<file path="src/rtl/datapath_alu_if.sv">
// Request/writeback bundle between a sequencer and datapath_alu.
// The master drives the operation request; the slave returns status and writeback.
interface datapath_alu_if;
  logic       START;
  logic [2:0] OP;
  logic [2:0] DST;
  logic [7:0] A;
  logic [7:0] B;
  logic       BUSY;
  logic       WB_LD;
  logic [2:0] WB_DR;
  logic [7:0] WB_DATA;
  logic       FLAG_Z;
  logic       FLAG_C;

  modport master (output START, OP, DST, A, B,
                  input  BUSY, WB_LD, WB_DR, WB_DATA, FLAG_Z, FLAG_C);
  modport slave  (input  START, OP, DST, A, B,
                  output BUSY, WB_LD, WB_DR, WB_DATA, FLAG_Z, FLAG_C);
endinterface

</file>
<file path="src/rtl/datapath_alu.sv">
// 8-bit ALU with register-file writeback: single-cycle logic/arith ops,
// 8-step shift-add multiply and restoring divide.
module datapath_alu (
  input  logic           CLK,
  input  logic           RESET,
  datapath_alu_if.slave  bus
);
  typedef enum logic [1:0] {IDLE, EXEC, WB} state_t;

  state_t      state, state_nxt;
  logic        is_div;
  logic [2:0]  dst_q, cnt;
  logic [7:0]  opa, opb;
  logic [15:0] acc;
  logic [2:0]  wb_dr;
  logic [7:0]  wb_data;
  logic        flag_z, flag_c;

  logic        start_ok, long_op, last_step;
  logic [7:0]  alu_res;
  logic        alu_c;
  logic [15:0] mul_nxt, div_nxt, step_nxt;
  logic [8:0]  div_rs, div_sub;
  logic        div_ge;

  assign start_ok  = bus.START && (state == IDLE);
  assign long_op   = (bus.OP[2:1] == 2'b11);
  assign last_step = (state == EXEC) && (cnt == 3'd7);

  always_comb begin
    alu_res = 8'h00;
    alu_c   = 1'b0;
    case (bus.OP)
      3'b000:  {alu_c, alu_res} = {1'b0, bus.A} + {1'b0, bus.B};
      3'b001:  begin alu_res = bus.A - bus.B; alu_c = (bus.A < bus.B); end
      3'b010:  alu_res = bus.A & bus.B;
      3'b011:  alu_res = bus.A | bus.B;
      3'b100:  alu_res = bus.A ^ bus.B;
      3'b101:  begin alu_res = {bus.A[6:0], 1'b0}; alu_c = bus.A[7]; end
      default: ;
    endcase
  end

  // MUL: acc holds the partial product. DIV: acc = {remainder, quotient/dividend}.
  // A zero divisor makes every trial subtract succeed, so the quotient ends at 0xFF.
  assign mul_nxt  = acc + (opb[cnt] ? ({8'h00, opa} << cnt) : 16'h0000);
  assign div_rs   = {acc[15:8], acc[7]};
  assign div_ge   = (div_rs >= {1'b0, opb});
  assign div_sub  = div_rs - {1'b0, opb};
  assign div_nxt  = {div_ge ? div_sub[7:0] : div_rs[7:0], acc[6:0], div_ge};
  assign step_nxt = is_div ? div_nxt : mul_nxt;

  always_ff @(posedge CLK or posedge RESET) begin
    if (RESET) state <= IDLE;
    else       state <= state_nxt;
  end

  always_comb begin
    state_nxt = state;
    case (state)
      IDLE:    if (start_ok) state_nxt = long_op ? EXEC : WB;
      EXEC:    if (cnt == 3'd7) state_nxt = WB;
      WB:      state_nxt = IDLE;
      default: state_nxt = IDLE;
    endcase
  end

  always_comb begin
    bus.BUSY  = (state != IDLE);
    bus.WB_LD = (state == WB);
  end

  always_ff @(posedge CLK or posedge RESET) begin
    if (RESET) begin
      is_div  <= 1'b0;
      dst_q   <= 3'd0;
      opa     <= 8'h00;
      opb     <= 8'h00;
      acc     <= 16'h0000;
      cnt     <= 3'd0;
      wb_dr   <= 3'd0;
      wb_data <= 8'h00;
      flag_z  <= 1'b0;
      flag_c  <= 1'b0;
    end else if (start_ok) begin
      is_div <= (bus.OP == 3'b111);
      dst_q  <= bus.DST;
      opa    <= bus.A;
      opb    <= bus.B;
      acc    <= (bus.OP == 3'b111) ? {8'h00, bus.A} : 16'h0000;
      cnt    <= 3'd0;
      if (!long_op) begin
        wb_dr   <= bus.DST;
        wb_data <= alu_res;
        flag_z  <= (alu_res == 8'h00);
        flag_c  <= alu_c;
      end
    end else if (state == EXEC) begin
      acc <= step_nxt;
      cnt <= cnt + 3'd1;
      if (last_step) begin
        wb_dr   <= dst_q;
        wb_data <= step_nxt[7:0];
        flag_z  <= (step_nxt[7:0] == 8'h00);
        flag_c  <= is_div ? (opb == 8'h00) : (mul_nxt[15:8] != 8'h00);
      end
    end
  end

  assign bus.WB_DR   = wb_dr;
  assign bus.WB_DATA = wb_data;
  assign bus.FLAG_Z  = flag_z;
  assign bus.FLAG_C  = flag_c;
endmodule
</file>
<file path="src/flat_wrapper.sv">
// flat-port wrapper written by rule: the top's interface ports become plain ports
module datapath_alu_flat 
  (CLK, RESET, bus_START, bus_OP, bus_DST, bus_A, bus_B, bus_BUSY, bus_WB_LD, bus_WB_DR, bus_WB_DATA, bus_FLAG_Z, bus_FLAG_C);
  datapath_alu_if bus_i ();
  input  logic CLK;
  input  logic RESET;
  input wire logic [$bits(bus_i.START)-1:0] bus_START;
  input wire logic [$bits(bus_i.OP)-1:0] bus_OP;
  input wire logic [$bits(bus_i.DST)-1:0] bus_DST;
  input wire logic [$bits(bus_i.A)-1:0] bus_A;
  input wire logic [$bits(bus_i.B)-1:0] bus_B;
  output wire logic [$bits(bus_i.BUSY)-1:0] bus_BUSY;
  output wire logic [$bits(bus_i.WB_LD)-1:0] bus_WB_LD;
  output wire logic [$bits(bus_i.WB_DR)-1:0] bus_WB_DR;
  output wire logic [$bits(bus_i.WB_DATA)-1:0] bus_WB_DATA;
  output wire logic [$bits(bus_i.FLAG_Z)-1:0] bus_FLAG_Z;
  output wire logic [$bits(bus_i.FLAG_C)-1:0] bus_FLAG_C;
  assign bus_i.START = bus_START;
  assign bus_i.OP = bus_OP;
  assign bus_i.DST = bus_DST;
  assign bus_i.A = bus_A;
  assign bus_i.B = bus_B;
  assign bus_BUSY = bus_i.BUSY;
  assign bus_WB_LD = bus_i.WB_LD;
  assign bus_WB_DR = bus_i.WB_DR;
  assign bus_WB_DATA = bus_i.WB_DATA;
  assign bus_FLAG_Z = bus_i.FLAG_Z;
  assign bus_FLAG_C = bus_i.FLAG_C;
  datapath_alu u_core (.CLK(CLK), .RESET(RESET), .bus(bus_i));
endmodule
</file>
<file path="config.mk">
export PLATFORM = sky130hd
export DESIGN_NAME = datapath_alu_flat
export DESIGN_NICKNAME = d
export VERILOG_FILES = /design/src/rtl/datapath_alu_if.sv /design/src/rtl/datapath_alu.sv /design/src/flat_wrapper.sv
export SDC_FILE = /design/constraint.sdc
export NUM_CORES = 1
export LEC_CHECK = 0
export ABC_AREA = 0
export CORE_MARGIN = 2
export CORE_UTILIZATION = 51
export DETAILED_ROUTE_END_ITERATION = 12
export PLACE_DENSITY = 0.73
export SETUP_SLACK_MARGIN = 0.05
export SLEW_MARGIN = 20
export SYNTH_ARGS = -nofsm -noshare
export SYNTH_HDL_FRONTEND = slang
export SYNTH_SLANG_ARGS = --single-unit
</file>
<file path="constraint.sdc">
create_clock -name CLK -period 4.6 [get_ports CLK]
set_input_delay 1.38 -clock CLK [delete_from_list [all_inputs] [get_ports CLK]]
set_output_delay 1.38 -clock CLK [all_outputs]
set_load 0.1 [all_outputs]
</file>
# == Yosys cells after proc, flatten, opt, wreduce, memory -nomap -nowiden ==
# Index checks and enable logic that the tools add are counted.
# totals
ff_bits,54
in_bits,25
elab_cells,82
# op_classes
n_addsub,5
n_lt_le_gt_ge,3
eq_ne,13
shifts,1
n_mux,33
n_bitwise,3
reduce_logical,13
# op_table
cell,count
$mux W16,4
$mux W8,6
$pmux W8 S6,1
$logic_not A8 Y1,3
$mux W3,6
$add A16 B16 Y16,1
$shl A8 B3 Y16,1
$sub A8 B8 Y8,2
$eq A3 B3 Y1 const B,4
$mux W1,10
$add A8 B8 Y9,1
$ge A9 B8 Y1,1
$and A8 B8 Y8,1
$lt A8 B8 Y1,1
$or A8 B8 Y8,1
$reduce_bool A8 Y1,1
$xor A8 B8 Y8,1
$eq A3 B2 Y1 const B,2
$mux W2,3
$reduce_bool A2 Y1,3
$eq A2 B2 Y1 const B,2
$lt A3 B4 Y1 const B,1
$ne A2 B2 Y1 const B,2
$pmux W2 S2,1
11 further kinds,12

# == Longest topological paths before layout ==
# Gate-level depths: netlist of the first run.
# logic_depth
depth_word,9
depth_mapped,17

# == Worst setup path after synthesis of the first run ==
# Ideal clock, no wire load.
# synth_path
kind,input-to-reg
startpoint,in bus_B[4]
endpoint,reg u_core.flag_z (netlist: u_core.bus.FLAG_Z)
t_arrival_ps,3567
setup_slack_ps,955
stages,11
cell_sequence,inv_1 ha_1 buf_6 nor3b_2 a2111oi_4 o21bai_2 a21o_1 mux2i_1 or3_1 or4_1 a21oi_1
# synth_via
elab_chain_cells,5
word_cells_on_any_way,9
cone_classes,2 x add/sub; 3 x mux; 3 x bitwise; 1 x reduce/logical
# synth_rtl
item,line_no,source
"start, declared",flat_wrapper.sv:11,input wire logic [$bits(bus_i.B)-1:0] bus_B;
"$sub A8 B8 Y8, or another cell as far along",datapath_alu.sv:35,3'b001: begin alu_res = bus.A - bus.B; alu_c = (bus.A < bus.B); end
$pmux W8 S6 (*),datapath_alu.sv:33,case (bus.OP)
$logic_not A8 Y1 (*),datapath_alu.sv:95,flag_z <= (alu_res == 8'h00);
$mux W1 (*),datapath_alu.sv:92,if (!long_op) begin
$mux W1 (*),datapath_alu.sv:85,end else if (start_ok) begin
"end signal, assigned",datapath_alu.sv:95,
"end signal, assigned",datapath_alu.sv:104,flag_z <= (step_nxt[7:0] == 8'h00);
"end, declared",datapath_alu.sv:17,"logic flag_z, flag_c;"
# Every way passes the cells marked *; elsewhere a longest branch is shown, timed or not. The select of a mux whose other input is x is not followed.
# A chain may end at the register's enable or synchronous reset.

# == Worst setup path in the final report of the first run ==
# layout_path
startpoint,in bus_B[1]
endpoint,reg u_core.flag_z (netlist: u_core.bus.FLAG_Z)
# The elaborated chain is that of the path after synthesis.

==> results.cfg, run 1 <==
[synthesis]
syn-cell-area_mm2 = 0.00510
synthTopCellsByCount = nand2_1, a21oi_1, nor2_1, dfrtp_1, ha_1
synth_cells = 647
synth_edf_count = 0
ys_async_sr_fraction = 1.00
ys_seq_area_frac = 0.265
ys_types = 69
synth_top_cell_by_area = dfrtp_1
syn_nets = 725
synth_top_area_share = 0.265
synthTopCellsByArea = dfrtp_1, ha_1, a21oi_1
yosysMostFrequentCell = nand2_1
postSynthAreaPerCell_um2 = 7.89
synth_flop_cell = dfrtp_1
yosys_warnings = 0
ys_ff_latch = 54

[clocking]
hold_buffers = 0
clkTransAtPathRegs_ns = 0.11
cts_tree = done
clk_path_buf_depth = 2
cts.sinks = 54
htreeDepth = 2
clk_latency_ns = 0.32
cts_buffers = 5
root_buffer = clkbuf_8
ctsResizeCount = 0
cts_setup_buffers = 0

[power_and_ir_drop]
intPower_mw = 1.76
finalPower_mw = 3.86
power_frac_comb = 0.692
p_switching_mw = 2.11
seqPwrFrac = 0.233
p_clk_frac = 0.075
power.density_mw_per_mm2 = 671
switching_share = 0.545
ir_worst_vdd_mv = 0.397
p_leak_nw = 2.66

[place]
dp_hpwl_mm = 11.8
gp_congestion = 0.947
place_area_mm2 = 0.00566
portBuffers = 39

[global_route]
track_usage = 0.281
grt_overflow = 0
grt_pass1_vias = 4741
grt_max_degree = 43
grt_pass1_wl_mm = 24.5
grt_antenna_before_repair = 0

[status]
status = completed

[floorplanning]
die_area_mm2 = 0.0108
rows = 36
core_area_mm2 = 0.00973
dieHeight_um = 104
start_util = 0.525
pin_count = 40
die_w_um = 104

[sta]
fin_tns_setup_ns = 0
relSlewSlack = 0.326
drv_slew = 0
fmax_ghz = 0.242
hold_viol = 0
final-setup-viol-count = 0
fin_skew_ns = 0.0154
post-route-period-util = 0.898
tightestPinTransition_ns = 1.01
fin_crit_ns = 4.13
rsz0062_at_grt = false

[detailed_routing]
num_vias = 4937
drcViolationCount = 0
routed_via_density = 6.07
wl_mm = 14.8
drtAntennaViolNets = 0
wire_per_inst_um = 18.2
dr.pass1.iters = 5
drtIter0Drc = 473

[min_path]
min_path_type = reg2reg

[flow_run]
max_cap_viol_count = 0

[final_layout]
multi_input_area_mm2 = 0.00346
final_area_mm2 = 0.00576
ff_latch_area_mm2 = 0.00135
area_growth_syn_to_layout_pct = 12.8
insertedDiodeCount = 0
fillers = 901
drive_gt1_frac = 0.0646
nNetsFinal = 758

[setup_path]
path_class = in2reg
setup.worst_path.start_class = input port
critical_path.max_fanout = 4
crit_path_end_kind = flop
cp.arrival_ns = 4.38
required_ns = 4.84
==> sequential cells by signal, indices dropped and copies added (netlist names) <==
signal and count:
u_core.acc 16, u_core.bus.FLAG_Z 1, u_core.state 2, u_core.is_div 1, u_core.cnt 3, u_core.dst_q 3, u_core.bus.WB_DATA 8, u_core.bus.WB_DR 3
u_core.bus.FLAG_C 1, u_core.opb 8, u_core.opa 8
==> metrics by stage <==
| step | hold slack (ns) | util | setup slack [ns] | instances |
|---|---|---|---|---|
| 3_5_place_dp | 0.466 | 0.582 | 0.157 | 806 |
| 6_report | 0.487 | 0.592 | 0.468 | 814 |
| 5_1_grt | 0.512 | 0.592 | 0.268 | 814 |
| 3_3_place_gp | 0.458 | 0.582 | 0.207 | 806 |
| 2_1_floorplan | 0.441 | - | 0.955 | 647 |
| 4_1_cts | 0.495 | 0.592 | 0.482 | 814 |
==> layout by cell type, fill, tap and decap left out, drive strengths merged, types with 4 or more instances in the layout <==
cell type       n
nor2b          11
nor4            4
o211ai          7
buf            17
ha             49
nor2           56
dfrtp          54
o21a            4
nand2          89
clkdlybuf4s50  39
a21o           17
a21oi          75
inv            43
a211oi          9
a22o            6
o21ai          49
nand3           8
xor2            4
nor3           16
clkbuf          6
nand2b          8
fa              4
o21bai          6
xnor2          12
mux2i          21
==> power groups by stage <==
| stage | clock, mW | sequential (mW) | combinational [mW] |
|---|---|---|---|
| after floorplan | 0 | 1.16 | 1.71 |
| after global placement | 0 | 0.890 | 2.59 |
| after detailed placement | 0 | 0.903 | 2.63 |
| after CTS | 0.291 | 0.894 | 2.65 |
| after global routing | 0.308 | 0.927 | 2.94 |
| final | 0.290 | 0.901 | 2.67 |
==> cells by family (layout without fill, tap and decap cells) <==
kind of cell / Yosys count / count (layout) / share of synthesized area
AND/OR/NAND/NOR: 214 / 214 / 0.193
AO/OA/AOI/OAI: 210 / 210 / 0.265
buffers and inverters: 74 / 108 / 0.0574
flip-flops: 54 / 54 / 0.265
adder cells (fa/ha/maj): 53 / 53 / 0.136
multiplexers: 26 / 26 / 0.0566
XOR/XNOR: 16 / 16 / 0.0275
==> layer usage <==
layer	vias up	GRT usage	share of wire
li1	2370	-	-
met1	2337	0.403	0.46
met2	201	0.448	0.45
met3	29	0.0313	0.066
met4	0	0.0830	0.027
met5	-	0	0
==> worst paths after layout <==
kind | start | endpoint | slack (ns) | depth (start not counted)
setup reg to reg | u_core.cnt[0]$_DFFE_PP0P_ | u_core.bus.FLAG_C$_DFFE_PP0P_ | 0.73 | 14
max in group asynchronous | RESET | u_core.is_div$_DFFE_PP0P_ | 2.35 | 3
setup / recovery | bus_B[1] | u_core.bus.FLAG_Z$_DFFE_PP0P_ | 0.47 | 11
hold reg to reg | u_core.dst_q[1]$_DFFE_PP0P_ | u_core.dst_q[1]$_DFFE_PP0P_ | 0.49 | 2
min in group asynchronous | RESET | u_core.bus.WB_DR[0]$_DFFE_PP0P_ | 1.54 | 2
hold / removal | u_core.dst_q[1]$_DFFE_PP0P_ | u_core.dst_q[1]$_DFFE_PP0P_ | 0.49 | 2
==> critical path: stages <==
cell	delay (ns)
clkdlybuf4s50_1	0.56
inv_1	0.13
ha_1	0.35
o21bai_1	0.16
a2111oi_4	0.42
o21bai_2	0.11
a21o_1	0.19
mux2i_1	0.10
or3_1	0.32
or4_1	0.51
a21oi_1	0.14
==> layout make-up <==
type | count | area share
well taps | 133 | 0.0289
repair buffers | 56 | 0.0900
multi-input cells | 519 | 0.601
inverters | 44 | 0.0287
clock inverters | 2 | 0.00217
clock buffers | 6 | 0.0143
flip-flops and latches | 54 | 0.235
(Power assumes the default switching activity.)
==> inputs of run 2 (changes only) <==
--- a/config.mk
+++ b/config.mk
@@ -8,6 +8,7 @@
 export ABC_AREA = 0
 export CORE_MARGIN = 2
 export CORE_UTILIZATION = 51
+export CTS_CLUSTER_DIAMETER = 30
 export DETAILED_ROUTE_END_ITERATION = 12
 export PLACE_DENSITY = 0.73
 export SETUP_SLACK_MARGIN = 0.05
==> results of run 2 <==
No change in the layout: final DEF, timing and power equal those of run 1.
==> inputs of run 3 (changes only) <==
--- a/config.mk
+++ b/config.mk
@@ -10,6 +10,7 @@
 export CORE_UTILIZATION = 51
 export CTS_CLUSTER_DIAMETER = 30
 export DETAILED_ROUTE_END_ITERATION = 12
+export MAX_ROUTING_LAYER = met4
 export PLACE_DENSITY = 0.73
 export SETUP_SLACK_MARGIN = 0.05
 export SLEW_MARGIN = 20
==> constraint.sdc (replaced) <==
create_clock -name CLK -period 4.6 [get_ports CLK]
set_input_delay 1.38 -clock CLK [delete_from_list [all_inputs] [get_ports CLK]]
set_output_delay 1.38 -clock CLK [all_outputs]
set_load 0.01 [all_outputs]
==> run 3 against run 2 <==
Compared with the run above:
- sequential share of layout area decreased by 0.19 points
- global-route usage up 0.58 points
- register-to-register slack worse by 0.06 ns
- critical path depth is the same
- critical endpoint unchanged
==> results.cfg, run 3 (synthesized netlist as in run 1, its figures left out) <==
[status]
status = completed

[sta]
post-route-period-util = 0.903
relSlewSlack = 0.388
fmax_ghz = 0.241
rsz0062_at_grt = false
fin_tns_setup_ns = 0
tightestPinTransition_ns = 0.919
fin_hold_ws_ns = 0.482
setup_slack_ns = 0.447
hold_viol = 0
fin_crit_ns = 4.15
final-setup-viol-count = 0
drv_slew = 0
fin_skew_ns = 0.0128

[global_route]
grt.met3_usage = 0.0401
grt_pass1_wl_mm = 24.2
use_met2 = 0.456
grt_antenna_before_repair = 0
grt_pass1_vias = 4654
grt_overflow = 0
met1_usage = 0.393
track_usage = 0.287
grt_most_used_layer = met2
grt_max_degree = 32

[setup_path]
critical_path.max_fanout = 7
rrSetupSlack_ns = 0.67
required_ns = 4.84
critical_path.max_stage_delay_ns = 0.51
crit_path_end_kind = flop
path_class = in2reg
setup.worst_path.start_class = input port
cp.arrival_ns = 4.40
crit_chain = clkdlybuf4s50_1, inv_1, ha_1, and2b_1, a2111oi_4, o21bai_2, a21o_1, mux2i_1, or3_1, or4_1, a21oi_1
slowest_stage = or4_1

[clocking]
clkTransAtPathRegs_ns = 0.10
root_buffer = clkbuf_8
hold_buffers = 0
clk_latency_ns = 0.31
clk_path_buf_depth = 2
cts_buffers = 5
cts_tree = done
htreeDepth = 2
cts_setup_buffers = 0
ctsResizeCount = 0
cts.sinks = 54

[place]
gp_congestion = 1.02
dp_cells = 806
dp_hpwl_mm = 11.8
portBuffers = 39
place_ws_ns = 0.124
place_area_mm2 = 0.00566

[final_layout]
area_growth_syn_to_layout_pct = 13.7
regMostFlops = u_core.acc
final_common_cell = nand2_1
fin_cells = 814
post-route-util = 0.596
nNetsFinal = 758
final_area_mm2 = 0.00580
drive_gt1_frac = 0.0646
insertedDiodeCount = 0
largest_register_ffs = 16
final_cell_mix = nand2_1, a21oi_1, nor2_1, dfrtp_1, ha_1
fillers = 909

[flow_run]
max_cap_viol_count = 0

[detailed_routing]
dr.pass1.iters = 5
drtAntennaViolNets = 0
routed_via_density = 6.00
wl_mm = 14.9
drtIter0Drc = 314
num_vias = 4885
wire_per_inst_um = 18.3
drcViolationCount = 0

[power_and_ir_drop]
finalPower_mw = 3.59
power.density_mw_per_mm2 = 619
ir_worst_vdd_mv = 0.245
p_leak_nw = 2.68

[floorplanning]
die_w_um = 104
die_area_mm2 = 0.0108
dieHeight_um = 104
core_area_mm2 = 0.00973
pin_count = 40
start_util = 0.525
rows = 36

[min_path]
min_path_type = reg2reg
run 3: cell types whose count changed in the layout (fill, tap and decap cells not counted):
cell,previous run,this run
bufinv_16,0,2
clkinvlp_4,1,0
clkinv_2,1,0
run 3: worst max-delay path, delay by kind of cell:
| family | cells | cell delay [ns] |
|---|---|---|
| AND/OR/NAND/NOR | 3 | 1.07 |
| AO/OA/AOI/OAI | 4 | 0.80 |
| buffers and inverters | 2 | 0.57 |
| adder cells (fa/ha/maj) | 1 | 0.46 |
| multiplexers | 1 | 0.11 |
run 3: path summary, 6_finish.rpt:
check | cells after the start | from | end
worst max-delay path | 11 | bus_A[4] | u_core.bus.FLAG_Z$_DFFE_PP0P_
worst min-delay path | 2 | u_core.dst_q[2]$_DFFE_PP0P_ | u_core.dst_q[2]$_DFFE_PP0P_
worst max register to register | 14 | u_core.cnt[0]$_DFFE_PP0P_ | u_core.bus.FLAG_C$_DFFE_PP0P_
worst min register to register | 2 | u_core.dst_q[2]$_DFFE_PP0P_ | u_core.dst_q[2]$_DFFE_PP0P_
max in group asynchronous | 3 | RESET | u_core.opb[2]$_DFFE_PP0P_
min in group asynchronous | 2 | RESET | u_core.bus.WB_DR[1]$_DFFE_PP0P_
run 3: final cells by class:
cell class | count | area [um^2] | area share
Tap cell | 133 | 166 | 0.0287
Clock buffer | 6 | 82.6 | 0.0142
Multi-Input combinational cell | 519 | 3460 | 0.596
Inverter | 44 | 165 | 0.0285
Clock inverter | 2 | 60.1 | 0.0103
Sequential cell | 54 | 1350 | 0.233
Timing Repair Buffer | 56 | 518 | 0.0893
run 3: power breakdown:
part	switching (mW)	internal (mW)
registers	0.220	0.679
logic	1.34	0.957
clock network	0.163	0.232
run 3: routing by layer:
metal	wire, um	vias up
met5	0	-
met4	180	0
li1	-	2379
met3	840	12
met1	6970	2357
met2	6880	137
